### src/rtl/pixel_shift_pkg.sv
// rtl/pixel_shift_pkg.sv - shared constants, channel state type and pixel-count helper
// Imported by the pixel shifter bank and its per-channel sub-module.
package pixel_shift_pkg;

  localparam int DEF_NUM_CH = 9;
  localparam int DEF_BPP    = 2;
  localparam int DEF_WORD_W = 32;
  localparam int DEF_X_W    = 10;

  typedef enum logic [1:0] {
    IDLE  = 2'd0,
    WAIT  = 2'd1,
    SHIFT = 2'd2
  } ch_state_t;

  function automatic int pix_per_word(input int word_w, input int bpp);
    return word_w / bpp;
  endfunction

endpackage

### src/rtl/pixel_shift_channel.sv
// rtl/pixel_shift_channel.sv - one double-buffered pixel shifter channel
// Shadow word is loaded during a line, committed at line start, then shifted out after an offset.
module pixel_shift_channel
  import pixel_shift_pkg::*;
#(
  parameter int BPP    = DEF_BPP,
  parameter int WORD_W = DEF_WORD_W,
  parameter int X_W    = DEF_X_W
) (
  input  logic              clk,
  input  logic              reset,
  input  logic              load_en,
  input  logic [WORD_W-1:0] load_data,
  input  logic              load_flip,
  input  logic [X_W-1:0]    load_x,
  input  logic              commit,
  input  logic              pix_tick,
  output logic [BPP-1:0]    out_pix,
  output logic              out_active,
  output logic              idle
);

  localparam int PPW  = pix_per_word(WORD_W, BPP);
  localparam int PL_W = $clog2(PPW + 1);

  logic [WORD_W-1:0] sh_word_q;
  logic              sh_flip_q;
  logic [X_W-1:0]    sh_x_q;
  logic              sh_valid_q;

  logic [WORD_W-1:0] shift_q;
  logic              flip_q;
  logic [X_W-1:0]    wait_q;
  logic [PL_W-1:0]   pix_left_q;
  ch_state_t         state_q;
  logic [BPP-1:0]    out_pix_q;
  logic              out_active_q;

  always_ff @(posedge clk or negedge reset) begin
    if (!reset) begin
      sh_word_q    <= '0;
      sh_flip_q    <= 1'b0;
      sh_x_q       <= '0;
      sh_valid_q   <= 1'b0;
      shift_q      <= '0;
      flip_q       <= 1'b0;
      wait_q       <= '0;
      pix_left_q   <= '0;
      state_q      <= IDLE;
      out_pix_q    <= '0;
      out_active_q <= 1'b0;
    end else begin
      if (load_en) begin
        sh_word_q <= load_data;
        sh_flip_q <= load_flip;
        sh_x_q    <= load_x;
      end
      // A simultaneous load refills the shadow while the commit consumes its old contents.
      if (commit) begin
        sh_valid_q <= load_en;
        if (sh_valid_q) begin
          shift_q    <= sh_word_q;
          flip_q     <= sh_flip_q;
          wait_q     <= sh_x_q;
          pix_left_q <= PL_W'(PPW);
          state_q    <= WAIT;
        end else begin
          state_q <= IDLE;
        end
        out_pix_q    <= '0;
        out_active_q <= 1'b0;
      end else begin
        if (load_en) sh_valid_q <= 1'b1;
        if (pix_tick) begin
          case (state_q)
            WAIT: begin
              if (wait_q != '0) begin
                wait_q       <= wait_q - X_W'(1);
                out_pix_q    <= '0;
                out_active_q <= 1'b0;
              end else begin
                out_pix_q    <= flip_q ? shift_q[WORD_W-1 -: BPP] : shift_q[BPP-1:0];
                shift_q      <= flip_q ? (shift_q << BPP) : (shift_q >> BPP);
                out_active_q <= 1'b1;
                pix_left_q   <= pix_left_q - PL_W'(1);
                state_q      <= SHIFT;
              end
            end
            SHIFT: begin
              if (pix_left_q != '0) begin
                out_pix_q    <= flip_q ? shift_q[WORD_W-1 -: BPP] : shift_q[BPP-1:0];
                shift_q      <= flip_q ? (shift_q << BPP) : (shift_q >> BPP);
                out_active_q <= 1'b1;
                pix_left_q   <= pix_left_q - PL_W'(1);
              end else begin
                out_pix_q    <= '0;
                out_active_q <= 1'b0;
                state_q      <= IDLE;
              end
            end
            default: begin
              out_pix_q    <= '0;
              out_active_q <= 1'b0;
              state_q      <= IDLE;
            end
          endcase
        end
      end
    end
  end

  assign out_pix    = out_pix_q;
  assign out_active = out_active_q;
  assign idle       = (state_q == IDLE);

endmodule

### src/rtl/pixel_shifter_bank.sv
// rtl/pixel_shifter_bank.sv - bank of per-channel pixel shifters for the line compositor
// Channel NUM_CH-1 is the background channel; the rest are sprite slots.
module pixel_shifter_bank
  import pixel_shift_pkg::*;
#(
  parameter int NUM_CH = DEF_NUM_CH,
  parameter int BPP    = DEF_BPP,
  parameter int WORD_W = DEF_WORD_W,
  parameter int X_W    = DEF_X_W
) (
  input  logic                          clk,
  input  logic                          reset,
  input  logic [NUM_CH-1:0]             load_en,
  input  logic [NUM_CH-1:0][WORD_W-1:0] load_data,
  input  logic [NUM_CH-1:0]             load_flip,
  input  logic [NUM_CH-1:0][X_W-1:0]    load_x,
  input  logic                          commit,
  input  logic                          pix_tick,
  output logic [NUM_CH-1:0][BPP-1:0]    out_pix,
  output logic [NUM_CH-1:0]             out_active,
  output logic                          all_idle
);

  logic [NUM_CH-1:0] ch_idle;

  for (genvar g = 0; g < NUM_CH; g++) begin : g_ch
    pixel_shift_channel #(
      .BPP    (BPP),
      .WORD_W (WORD_W),
      .X_W    (X_W)
    ) u_ch (
      .clk        (clk),
      .reset      (reset),
      .load_en    (load_en[g]),
      .load_data  (load_data[g]),
      .load_flip  (load_flip[g]),
      .load_x     (load_x[g]),
      .commit     (commit),
      .pix_tick   (pix_tick),
      .out_pix    (out_pix[g]),
      .out_active (out_active[g]),
      .idle       (ch_idle[g])
    );
  end

  assign all_idle = &ch_idle;

endmodule

### config.mk
export PLATFORM = sky130hd
export DESIGN_NAME = pixel_shifter_bank
export DESIGN_NICKNAME = d
export VERILOG_FILES = /design/src/rtl/pixel_shift_pkg.sv /design/src/rtl/pixel_shift_channel.sv /design/src/rtl/pixel_shifter_bank.sv
export SDC_FILE = /design/constraint.sdc
export NUM_CORES = 2
export LEC_CHECK = 0
export CAP_MARGIN = 20
export CORE_ASPECT_RATIO = 0.8
export CORE_MARGIN = 5
export CORE_UTILIZATION = 30
export DETAILED_ROUTE_END_ITERATION = 10
export GPL_TIMING_DRIVEN = 1
export SYNTH_ARGS = -nofsm -noshare
export SYNTH_HDL_FRONTEND = slang
export SYNTH_SLANG_ARGS = --single-unit
### constraint.sdc
create_clock -name clk -period 3.6 [get_ports clk]
set_input_delay 0.72 -clock clk [delete_from_list [all_inputs] [get_ports clk]]
set_output_delay 0.72 -clock clk [all_outputs]
set_load 0.005 [all_outputs]
== Yosys cells after proc, flatten, opt, wreduce, memory -nomap -nowiden ==
Index checks and enable logic that the tools add are counted.

* Bits of input ports: 400
* Logic and storage cells: 605
* Bits in registers: 873

* Reduce and logical (&&, ||, !) cells: 101
* Equal/unequal tests: 54
* Mux-type cells: 333
* Add/subtract/negate cells: 18

{| class="wikitable"
|+ Operators by type and width
! kind !! count
|-
| $mux 32 || 54
|-
| $pmux 32 s2 || 9
|-
| $mux 10 || 45
|-
| $mux 5 || 45
|-
| $mux 2 || 81
|-
| $pmux 5 s2 || 9
|-
| $reduce_bool 10->1 || 9
|-
| $sub 10x1->10 const B || 9
|-
| $pmux 2 s2 || 18
|-
| $mux 1 || 63
|-
| $reduce_bool 2->1 || 28
|-
| $ne 3x3->1 const B || 18
|-
| $reduce_and 5->1 || 9
|-
| $reduce_bool 5->1 || 9
|-
| $sub 5x1->5 const B || 9
|-
| $reduce_and 4->1 || 9
|-
| $ne 3x2->1 const B || 9
|-
| $reduce_and 3->1 || 9
|-
| $reduce_bool 3->1 || 9
|-
| $eq 2x1->1 const B || 9
|-
| $eq 2x2->1 const B || 9
|-
| $logic_not 2->1 || 9
|-
| $ne 2x1->1 const B || 9
|-
| $pmux 1 s2 || 9
|-
| other kinds (2) || 10
|}

== Depth between registers and ports, before layout ==
* Word-level depth: 5
* Gate-level depth with buffers: 10

== Modules after synthesis ==
A second synthesis with hierarchy kept.

* Cells, all modules: 3760
* Area total of the unflattened synthesis: 43096.3 um2

{| class="wikitable"
|+ Modules (own cells, without submodules)
! module !! times used !! sequential area each (um2) !! cells an instance !! area an instance (um2)
|-
| pixel_shift_channel (g_ch[0].u_ch ...) || 4 || 2427.3 || 459 || 5076.1
|-
| pixel_shift_channel (g_ch[5].u_ch ...) || 4 || 2427.3 || 384 || 4550.6
|-
| pixel_shift_channel (g_ch[4].u_ch) || 1 || 2427.3 || 384 || 4564.4
|-
| pixel_shifter_bank || 1 || 0.0 || 4 || 25.0
|}

== Worst setup path after synthesis ==
Ideal clock, no wire load.

* Path type: reg-to-reg
* Start: register g_ch[7].u_ch.pix_left_q[0]
* End: register g_ch[7].u_ch.shift_q[31]
* Setup time: 126 ps
* Arrival: 2437 ps
* Stages on the path, launching flop included: 9
* Setup slack: 1037 ps
* Path buffers: 1
* Path through: dfrtp_1 -> inv_1 -> ha_1 -> or4b_2 -> or3b_2 -> o211ai_1 -> buf_2 -> nor3_1 -> a221o_1

* Word-level cells in the longest chain between the ends: 3

{| class="wikitable"
|+ Ends and longest elaborated chain
! element !! RTL line !! text
|-
| from (decl) || pixel_shift_channel.sv:34 || <nowiki>logic [PL_W-1:0] pix_left_q;</nowiki>
|-
| from (signal assigned) || pixel_shift_channel.sv:65 || <nowiki>pix_left_q <= PL_W'(PPW);</nowiki>
|-
| from (signal assigned) || pixel_shift_channel.sv:85 || <nowiki>pix_left_q <= pix_left_q - PL_W'(1);</nowiki>
|-
| from (signal assigned) || pixel_shift_channel.sv:94 || <nowiki>pix_left_q <= pix_left_q - PL_W'(1);</nowiki>
|-
| $reduce_bool 5->1 || pixel_shift_channel.sv:90 || <nowiki>if (pix_left_q != '0) begin</nowiki>
|-
| $ne 3x2->1 (no line) || - ||
|-
| $reduce_and 5->1 (no line) || - ||
|-
| to (signal assigned) || pixel_shift_channel.sv:62 || <nowiki>shift_q <= sh_word_q;</nowiki>
|-
| to (signal assigned) || pixel_shift_channel.sv:83 || <nowiki>shift_q <= flip_q ? (shift_q << BPP) : (shift_q >> BPP);</nowiki>
|-
| to (signal assigned) || pixel_shift_channel.sv:92 || <nowiki>shift_q <= flip_q ? (shift_q << BPP) : (shift_q >> BPP);</nowiki>
|-
| to (decl) || pixel_shift_channel.sv:31 || <nowiki>logic [WORD_W-1:0] shift_q;</nowiki>
|}

No other way between the ends.
A chain may end at the register's enable or synchronous reset.

== Worst setup path in the final report ==
* Start: register g_ch[4].u_ch.state_q[1]
* End: output port all_idle

* Word-level cells in the longest chain between the ends: 2

{| class="wikitable"
|+ Ends and longest elaborated chain
! element !! RTL line !! text
|-
| from (decl) || pixel_shift_channel.sv:35 || <nowiki>ch_state_t state_q;</nowiki>
|-
| from (signal assigned) || pixel_shift_channel.sv:49 || <nowiki>state_q <= IDLE;</nowiki>
|-
| from (signal assigned) || pixel_shift_channel.sv:66 || <nowiki>state_q <= WAIT;</nowiki>
|-
| from (signal assigned) || pixel_shift_channel.sv:68 || <nowiki>state_q <= IDLE;</nowiki>
|-
| $logic_not 2->1 || pixel_shift_channel.sv:114 || <nowiki>assign idle = (state_q == IDLE);</nowiki>
|-
| $reduce_and 9->1 || pixel_shifter_bank.sv:46 || <nowiki>assign all_idle = &ch_idle;</nowiki>
|-
| to (decl) || pixel_shifter_bank.sv:21 || <nowiki>output logic all_idle</nowiki>
|}

No other way between the ends.

==> summary.txt <==
Outcome
  • Outcome: finished, final reports clean

Worst setup path
  • Crit end category: primary output
  • Slowest stage delay, CP: 600 ps
  • R2R depth: 7
  • Crit-path slowest cell: clkdlybuf4s50_1
  • Worst reg2reg setup slack: 650 ps
  • Crit Path Max Fanout: 3
  • Required @ worst endpoint: 2880 ps
  • Setup Crit Path Kind: register to primary output
  • Critical path arrival: 2490 ps
  • Worst setup SP type: register
  • Critical Path, Cell by Cell: inv_1 -> ha_1 -> nand4_1 -> nor3_1 -> clkdlybuf4s50_1

Synth
  • Mapped Cells: 3932
  • #FFs+latches synth: 873
  • Yosys warning count: 0
  • Avg Cell Area, Syn: 10.5 um^2
  • Post-synthesis sequential area ratio: 52.8%
  • Top_reg_cell synth: dfrtp_1
  • FFs w/ async S/R, synth: 100%
  • Syn nets: between 4000 and 5000
  • EDFF count, synth: 0
  • Netlist Area Pre-Place: just over 40000 um^2
  • Cell variety after synth: 73

Timing
  • Max Freq: 0.312 GHz
  • Max-slew headroom: ~28%
  • Post-layout min period: approximately 3200 ps
  • Worst slew pin tran: 1080 ps
  • Final Cycle Share: about 90%
  • RSZ-0062 raised after global routing: false
  • Setup Skew: ~16 ps
  • Hold Fails Final Rpt: 0
  • Hold_ws: 388 ps
  • Slew Limit Fails: 0
  • Final setup viols: 0
  • Setup TNS: 0 ps

Floorplan
  • Num ports: 428
  • Core Area: 137000 um^2
  • Initial core utilization: 30.3%
  • Die W: 425 um
  • # rows: roughly 120
  • Chip Height: 342 um
  • Die area: 145000 um^2

CTS
  • CTS tree: yes
  • CTS Buffer Depth: 3
  • Num CTS Buffers: 98
  • Number of H-tree levels: 3
  • Clock sink count: 873
  • Clock Latency Late Sink: 700 ps
  • CTS clk-pin slew, worst paths: 60 ps
  • Clock root cell: clkbuf_16
  • Post-cts resize count: 0

Drt
  • Post-DRT Antenna Nets: 0
  • First-pass iteration count of the detailed router: 7
  • Drt total wl: around 110000 um
  • Routed len/inst: 18.1 um
  • DR vias/cell: 4.88
  • DRC: 0
  • Vias: 30189
  • Iteration-0 DRC Markers: 2083

GRT
  • Vias in the first global route: 29651
  • Antenna violations before repair: 12
  • Largest net degree at the start of global routing: about 160
  • Grt ovf: 0
  • Gr usage total: approximately 15%
  • Global-route wire length before repair: 176000 um

Cells and area
  • Most common cell after layout, fill and taps aside: dfrtp_1
  • Layout area overhead: 23.2%
  • Layout net count: 4721
  • Most frequent cells in the layout: 869 x dfrtp_1, 415 x clkdlybuf4s50_1, 408 x mux2_2
  • Proportion of layout cells with a drive suffix above 1: 16.3%

Flow run
  • Max Cap Viol: 0

Power
  • PwrDens: 560 nW/um^2
  • Peak VDD IR: 0.000413 V
  • Lkg Pwr: 0.0215 uW

Placement
  • Port-buffer cells: 427
  • Final Wtd Congestion: a little under 0.8
  • DP HPWL: 77500 um

Worst hold path
  • Worst hold path type: input pin to register
  • Hold depth: 2
==> critical path, delay by kind of cell, from the launching register on <==
kind,cells,cell delay (ps)
flip-flops,1,390
AND/OR/NAND/NOR,2,460
buffers and inverters,2,690
adder cells (fa/ha/maj),1,250
==> final cells by class <==
cell class / instances / area, um^2
Fill cell: 13426 / 85600
Sequential cell: 873 / 21900
Multi-Input combinational cell: 2704 / 18100
Timing Repair Buffer: 510 / 5110
Clock buffer: 143 / 2880
Tap cell: 1845 / 2310
Clock inverter: 30 / 317
Inverter: 80 / 303
Antenna cell: 6 / 15.0
==> routing by layer <==
metal	global-route usage, %	vias up	wire [um]
met1	21.6	14840	53600
met4	3.67	2	2170
li1	-	14712	-
met2	23.4	503	51200
met5	0	-	20
met3	3.10	132	4800
==> synth_stat cells (all sizes together) (6+ instances only) <==
cell type | instances | share of area [%]
o31ai | 12 | 0.22
or4b | 13 | 0.31
dfrtp | 873 | 53
o21a | 7 | 0.13
nor3 | 75 | 0.92
or3 | 23 | 0.35
clkbuf | 213 | 1.9
nand2 | 398 | 3.6
nor4 | 24 | 0.36
a221o | 20 | 0.48
o311ai | 6 | 0.15
o32ai | 17 | 0.36
a21o | 37 | 0.67
and3 | 12 | 0.18
or4 | 13 | 0.25
a22oi | 11 | 0.20
o211ai | 11 | 0.20
nand3b | 8 | 0.15
nand2b | 8 | 0.12
mux2i | 257 | 6.2
or2 | 7 | 0.11
nor3b | 9 | 0.16
nor4b | 17 | 0.36
a31oi | 19 | 0.29
nor2 | 385 | 3.5
nand4 | 12 | 0.18
nor2b | 10 | 0.15
and2 | 9 | 0.14
inv | 79 | 0.72
buf | 62 | 0.72
o22ai | 13 | 0.20
a211oi | 17 | 0.31
a21oi | 326 | 3.9
o21ai | 313 | 3.8
o41ai | 11 | 0.23
and4 | 13 | 0.28
o221a | 12 | 0.33
a22o | 28 | 0.59
mux2 | 408 | 11
nand3 | 34 | 0.41
ha | 54 | 1.6
a311oi | 11 | 0.23
==> state kept, by name (all words and copies together), names as in the netlist <==
name,flops
g_ch.u_ch.sh_word_q,288
g_ch.u_ch.shift_q,288
g_ch.u_ch.sh_x_q,90
g_ch.u_ch.wait_q,90
g_ch.u_ch.pix_left_q,45
g_ch.u_ch.out_pix,18
g_ch.u_ch.state_q,18
g_ch.u_ch.flip_q,9
g_ch.u_ch.out_active,9
g_ch.u_ch.sh_flip_q,9
g_ch.u_ch.sh_valid_q,9
==> metrics by stage <==
step / utilization [%] / setup WS (ps) / cell area (um^2) / total power (uW) / instances
2_1_floorplan: - / 1040 / 41400 / 16600 / 3932
3_3_place_gp: 34.9 / 504 / 47700 / 18500 / 6008
3_5_place_dp: 34.9 / 457 / 47700 / 18700 / 6008
4_1_cts: 37.2 / 175 / 50900 / 29000 / 6182
5_1_grt: 37.3 / 187 / 50900 / 30300 / 6189
6_report: 37.3 / 392 / 50900 / 28500 / 6191
==> where the power goes <==
| part | total (uW) | internal [uW] | switching (uW) | leakage (uW) |
|---|---|---|---|---|
| Sequential | 13200 | 11500 | 1690 | 0.0106 |
| Clock | 10100 | 5880 | 4200 | 0.00157 |
| Combinational | 5230 | 2690 | 2550 | 0.00933 |
==> cell families after synthesis <==
family	count (synthesis)	synth area share, %
AO/OA/AOI/OAI	906	13.1
XOR/XNOR	4	0.0847
adder cells (fa/ha/maj)	54	1.63
buffers and inverters	355	3.38
flip-flops	873	52.8
multiplexers	665	17.3
AND/OR/NAND/NOR	1075	11.6
==> worst paths after layout <==
| kind | start | to |
|---|---|---|
| worst max-delay path | g_ch[4].u_ch.state_q[1] | all_idle |
| worst min-delay path | commit | g_ch[3].u_ch.pix_left_q[1] |
| worst max register to register | g_ch[3].u_ch.wait_q[0] | g_ch[3].u_ch.pix_left_q[3] |
| worst min register to register | g_ch[5].u_ch.sh_flip_q | g_ch[5].u_ch.flip_q |
| max in group asynchronous | reset | g_ch[3].u_ch.sh_word_q[16] |
| min in group asynchronous | reset | g_ch[4].u_ch.wait_q[3] |
==> timing repair <==
action,in CTS,in global routing
hold buffers,1,0
buffers inserted,0,0
endpoints found under the hold margin,1,0
(Power assumes the default switching activity.)
